<file path="src/rtl/alu_traffic_gen.sv">
// Operand initiator / result checker for the ALU valid-ready adder stage.
// Optional result-side backpressure is enabled by defining ALU_TGEN_BP_EN.
module alu_traffic_gen #(
  parameter int WIDTH = 4,
  parameter int DEPTH = 4,
  parameter int CNT_W = 16
) (
  input  logic               i_CLK,
  input  logic               i_RSTn,
  input  logic               i_START,
  input  logic [CNT_W-1:0]   i_NUM,
  output logic [WIDTH-1:0]   o_A,
  output logic [WIDTH-1:0]   o_B,
  output logic               o_VALID,
  input  logic               i_READY,
  input  logic [WIDTH-1:0]   i_Y,
  input  logic               i_VALID,
  output logic               o_READY,
  output logic               o_BUSY,
  output logic               o_DONE,
  output logic               o_ERR,
  output logic [CNT_W-1:0]   o_ERR_CNT
);
  localparam int AW = $clog2(DEPTH);
  localparam int CW = AW + 1;

  typedef enum logic [1:0] {IDLE, RUN, DRAIN, DONE} state_t;

  state_t               state_reg, state_next;
  logic [CNT_W-1:0]     num_reg, num_next;
  logic [CNT_W-1:0]     issue_reg, issue_next;
  logic [CNT_W-1:0]     recv_reg, recv_next;
  logic                 valid_reg, valid_next;
  logic [WIDTH-1:0]     a_reg, a_next, b_reg, b_next;
  logic                 err_reg, err_next;
  logic [CNT_W-1:0]     err_cnt_reg, err_cnt_next;
  logic [AW-1:0]        wr_ptr_reg, wr_ptr_next, rd_ptr_reg, rd_ptr_next;
  logic [CW-1:0]        count_reg, count_next;
  logic [WIDTH-1:0]     mem [DEPTH];
  logic [WIDTH-1:0]     fifo_head;
  logic [2*WIDTH-1:0]   pair_idx;
  logic                 push, pop, op_hs, res_hs, busy, rdy_gate;

`ifdef ALU_TGEN_BP_EN
  logic [7:0] lfsr_reg;
  always_ff @(posedge i_CLK or negedge i_RSTn) begin
    if (!i_RSTn) lfsr_reg <= 8'hA5;
    else         lfsr_reg <= {lfsr_reg[6:0], lfsr_reg[7] ^ lfsr_reg[5] ^ lfsr_reg[4] ^ lfsr_reg[3]};
  end
  assign rdy_gate = lfsr_reg[0];
`else
  assign rdy_gate = 1'b1;
`endif

  assign busy      = (state_reg == RUN) || (state_reg == DRAIN);
  assign fifo_head = mem[rd_ptr_reg];
  assign op_hs     = valid_reg & i_READY;
  assign res_hs    = i_VALID & o_READY;

  assign o_A       = a_reg;
  assign o_B       = b_reg;
  assign o_VALID   = valid_reg;
  assign o_READY   = busy & (count_reg != '0) & rdy_gate;
  assign o_BUSY    = busy;
  assign o_DONE    = (state_reg == DONE);
  assign o_ERR     = err_reg;
  assign o_ERR_CNT = err_cnt_reg;

  always_comb begin
    state_next   = state_reg;
    num_next     = num_reg;
    issue_next   = issue_reg;
    recv_next    = recv_reg;
    valid_next   = valid_reg;
    a_next       = a_reg;
    b_next       = b_reg;
    err_next     = err_reg;
    err_cnt_next = err_cnt_reg;
    wr_ptr_next  = wr_ptr_reg;
    rd_ptr_next  = rd_ptr_reg;
    count_next   = count_reg;
    push         = 1'b0;
    pop          = 1'b0;
    pair_idx     = '0;
    unique case (state_reg)
      IDLE, DONE: begin
        if (i_START) begin
          num_next     = i_NUM;
          issue_next   = '0;
          recv_next    = '0;
          valid_next   = 1'b0;
          a_next       = '0;
          b_next       = '0;
          err_next     = 1'b0;
          err_cnt_next = '0;
          wr_ptr_next  = '0;
          rd_ptr_next  = '0;
          count_next   = '0;
          state_next   = (i_NUM == '0) ? DONE : RUN;
        end
      end
      RUN, DRAIN: begin
        if (op_hs) begin
          push        = 1'b1;
          issue_next  = issue_reg + CNT_W'(1);
          wr_ptr_next = wr_ptr_reg + AW'(1);
        end
        if (res_hs) begin
          pop         = 1'b1;
          recv_next   = recv_reg + CNT_W'(1);
          rd_ptr_next = rd_ptr_reg + AW'(1);
          if (fifo_head != i_Y) begin
            err_next = 1'b1;
            if (err_cnt_reg != '1) err_cnt_next = err_cnt_reg + CNT_W'(1);
          end
        end
        count_next = count_reg + CW'(push) - CW'(pop);
        pair_idx   = (2*WIDTH)'(issue_next);
        if (state_reg == RUN) begin
          if (op_hs && (issue_reg == num_reg - CNT_W'(1))) begin
            valid_next = 1'b0;
            state_next = DRAIN;
          end else if ((!valid_reg || op_hs) && (count_next < CW'(DEPTH))) begin
            // Present the next pair only if its result will have a FIFO slot.
            valid_next = 1'b1;
            a_next     = pair_idx[WIDTH-1:0];
            b_next     = pair_idx[2*WIDTH-1:WIDTH];
          end else if (op_hs) begin
            valid_next = 1'b0;
          end
        end else if (res_hs && (recv_reg == num_reg - CNT_W'(1))) begin
          state_next = DONE;
        end
      end
      default: state_next = IDLE;
    endcase
  end

  always_ff @(posedge i_CLK or negedge i_RSTn) begin
    if (!i_RSTn) state_reg <= IDLE;
    else         state_reg <= state_next;
  end

  always_ff @(posedge i_CLK or negedge i_RSTn) begin
    if (!i_RSTn) begin
      num_reg     <= '0;
      issue_reg   <= '0;
      recv_reg    <= '0;
      valid_reg   <= 1'b0;
      a_reg       <= '0;
      b_reg       <= '0;
      err_reg     <= 1'b0;
      err_cnt_reg <= '0;
      wr_ptr_reg  <= '0;
      rd_ptr_reg  <= '0;
      count_reg   <= '0;
    end else begin
      num_reg     <= num_next;
      issue_reg   <= issue_next;
      recv_reg    <= recv_next;
      valid_reg   <= valid_next;
      a_reg       <= a_next;
      b_reg       <= b_next;
      err_reg     <= err_next;
      err_cnt_reg <= err_cnt_next;
      wr_ptr_reg  <= wr_ptr_next;
      rd_ptr_reg  <= rd_ptr_next;
      count_reg   <= count_next;
    end
  end

  // Expected sums; contents need no reset since count gates every read.
  always_ff @(posedge i_CLK) begin
    if (push) mem[wr_ptr_reg] <= a_reg + b_reg;
  end
endmodule

</file>
<file path="config.mk">
export PLATFORM = sky130hd
export DESIGN_NAME = alu_traffic_gen
export DESIGN_NICKNAME = d
export VERILOG_FILES = /design/src/rtl/alu_traffic_gen.sv
export SDC_FILE = /design/constraint.sdc
export NUM_CORES = 1
export LEC_CHECK = 0
export ABC_AREA = 1
export ABC_CLOCK_PERIOD_IN_PS = 3750
export CAP_MARGIN = 0
export CORE_ASPECT_RATIO = 1.4
export CORE_UTILIZATION = 45
export DETAILED_ROUTE_END_ITERATION = 8
export PLACE_DENSITY = 0.66
export SLEW_MARGIN = 20
export SYNTH_ARGS = -nofsm -noshare
export SYNTH_HDL_FRONTEND = slang
export SYNTH_SLANG_ARGS = --single-unit
</file>
<file path="constraint.sdc">
create_clock -name i_CLK -period 3.75 [get_ports i_CLK]
set_input_delay 0.9375 -clock i_CLK [delete_from_list [all_inputs] [get_ports i_CLK]]
set_output_delay 0.9375 -clock i_CLK [all_outputs]
set_load 0.02 [all_outputs]
</file>
==> flow_summary.ini <==
[sta]
skew_ns = 0.008489
hold_viol_final = 0
fin_crit_sh = 0.8858
setup_viol = 0
slew_violations = 0
worst_slew_pin_slew_ns = 0.5745
clock.fmax_mhz = 301.1
relSlewSlack = 0.6140
tns_ns = 0
period_minus_slack_ns = 3.322
rsz0062_at_grt = no

[route]
firstDrtPassIters = 5
wl_um = 15200
drc = 0
drtIter0Drc = 306
final_antenna_net_count = 0
dr_total_vias = 5492
via_per_inst = 5.216
routedWlPerCell_um = 14.43

[final_layout]
seqCellArea_mm2 = 0.002557
syn_to_final_growth_pct = 16.89
design_area_mm2 = 0.007126
multi_input_area_mm2 = 0.003058
fin_nets = 914
antenna_cells = 0
n_fill_cell = 1258
drive_gt1_frac = 0.06514
stdcell_count = 1053

[setup_path]
r2r_end = o_B[0]
crit_fanout = 19
crit_slowest_cell = dfrtp_1
cpMostUsedCell = inv_1
end_kind = register
setup.worst_path.end = o_B[0]
crit_arrival_ns = 3.60
critPathLaunchType = register
cp.required_ns = 4.03
startpoint = state_reg[0]
r2r_start = state_reg[0]
crit_type = register to register
critPathMaxStageDelay_ns = 0.42
path_cells = inv_1, ha_1, inv_4, nand3_2, inv_1, ha_1, inv_1, ha_1, inv_1, fa_1, xnor2_1, xor2_1, inv_1, o21ai_0, inv_1, nand2_4, nand2_4, nand2_4, nand2_1, nand2_1
rrSetupSlack_ns = 0.43
crit_family = adder cells
reg2reg_depth = 20
path_depth = 20
cp.buffers_inverters = 7

[placement]
dp_hpwl_um = 11780
numPortBuffers = 53
place_inst = 1037
placed_area_mm2 = 0.006849
routabilityCongestion = 0.8754

[outcome]
outcome = complete, no violations

[synthesis]
yosysUniqueCellTypes = 39
synth_area_leaders = dfrtp_1 34%, nand2_1 13%, edfxtp_1 7.9%
syn_area_mm2 = 0.006096
avgSynthCellArea_um2 = 7.516
syn-instance-count = 811
yosysTopAreaCellShare = 0.3407
ys_ff_latch = 99
yosysTopAreaCell = dfrtp_1
ys_seq_area_frac = 0.4195
yosysWarnings = 0
synth_nets = 855

[floorplan]
num_rows = 49
dieHeight_um = 139.7
initial_utilization = 0.4668
dieWidth_um = 100.4
coreArea_mm2 = 0.01306
io-pin-count = 54
die_area_mm2 = 0.01402

[cts]
cts-root-buf = clkbuf_16
htree_levels = 3
cts_setup_buffers = 0
cts_tree = done
clockBufferDepth = 2
cts.sinks = 99
clkLatencyLatePin_ns = 0.34
cts.clk_slew.worst_paths_ns = 0.07
cts_hold_buf = 0
numCtsBuffers = 9
post_cts_resized = 0

[pwr]
sw_frac_of_total = 0.4750
switchingPower_w = 0.002330
peakVddDrop_mv = 0.3609
p_seq_frac = 0.315
p_leak_nw = 3.201
power_frac_clock = 0.180
finalPower_w = 0.004905
p_comb_frac = 0.505
powerDensity_mw_per_mm2 = 688.3
intPower_w = 0.002575

[worst_hold_path]
hold_class = input port to async pin

[global_route]
grt-ovfl-total = 0
grt_max_degree = 37
first_global_vias = 5370
grt.total_usage = 0.2335
grt_antenna_before_repair = 0
grt_pass1_wl_um = 25730

[job]
cap_viol_max_count = 0
kinds of logic (layout without fill, tap and decap cells):
logic type               Yosys count  in the layout  synth area share
multiplexers                       1              1          0.001642
XOR/XNOR                          29             29           0.04167
AO/OA/AOI/OAI                    106            106           0.09442
adder cells (fa/ha/maj)           19             19           0.04146
flip-flops                        99             99            0.4195
buffers and inverters            126            190           0.07882
AND/OR/NAND/NOR                  431            431            0.3225
Yosys cell counts, drive strengths merged:
cell and instances:
a21oi 30, a311oi 1, a31oi 1, and2 1
buf 3, clkbuf 9, clkinv 1, dfrtp 83
edfxtp 16, fa 2, ha 17, inv 113
mux2i 1, nand2 216, nand3 88, nand4 9
nor2 87, nor3 20, nor4 10, o211a 1
o211ai 1, o21a 3, o21ai 55, o22ai 8
o31ai 6, xnor2 11, xor2 18
power groups by stage:
stage	sequential [W]	combinational [W]	clock, W
floorplan	0.00154	0.00177	0
global placement	0.00155	0.00240	0
detailed placement	0.00156	0.00246	0
CTS	0.00154	0.00248	0.000899
global route	0.00158	0.00279	0.000947
finish	0.00154	0.00248	0.000882
metal layers:
| metal | part of all wire | track usage | vias to the layer above |
|---|---|---|---|
| met3 | 0.027 | 0.03064 | 29 |
| met1 | 0.43 | 0.2841 | 2577 |
| met2 | 0.52 | 0.4149 | 127 |
| met5 | 0 | 0 | - |
| li1 | - | - | 2759 |
| met4 | 0.029 | 0.08772 | 0 |
cell usage in the layout (no fill, tap or decap), types with 2 or more instances in the layout:
cell               n
nand2_2            4
o22ai_1            8
nor2_2             9
nand3_2            5
fa_1               2
nand2_4            5
o21ai_0           55
inv_2              3
o21a_1             3
inv_1            109
edfxtp_1          16
nor2_4             4
clkinvlp_4         3
clkbuf_16          9
ha_1              17
o31ai_1            6
buf_4              8
nor3_1            20
nor4_1             8
nand3_1           83
nand4_1            9
nand2_1          207
nor2_1            73
a21oi_1           30
clkdlybuf4s50_1   52
dfrtp_1           83
xnor2_1           11
xor2_1            18
metrics by stage:
stage	util	setup WS, ns	hold WS [ns]
6_report	0.5457	0.4283	0.5368
5_1_grt	0.5457	0.1453	0.5491
4_1_cts	0.5457	0.5043	0.5367
3_5_place_dp	0.5245	0.1736	0.5183
3_3_place_gp	0.5245	0.2623	0.4989
2_1_floorplan	-	0.8091	0.4831
layout make-up:
type,count,area share
clock inverter,6,0.006673
inverter,114,0.06040
timing repair buffer,60,0.08148
clock buffer,10,0.03213
multi-input combinational,586,0.4291
tap,178,0.03126
sequential,99,0.3589
worst min path at each step:
stage / start / endpoint / slack [ns] / depth (start not counted)
floorplan: issue_reg[11] / issue_reg[11] / 0.48 / 1
global placement: o_ERR / o_ERR / 0.50 / 2
detailed placement: o_A[2] / o_A[2] / 0.52 / 2
CTS: o_B[2] / o_B[2] / 0.54 / 2
global route: o_B[3] / o_B[3] / 0.55 / 2
finish: i_RSTn / o_B[1] / 0.54 / 1
Note: power is estimated with default switching activity, not from simulation.
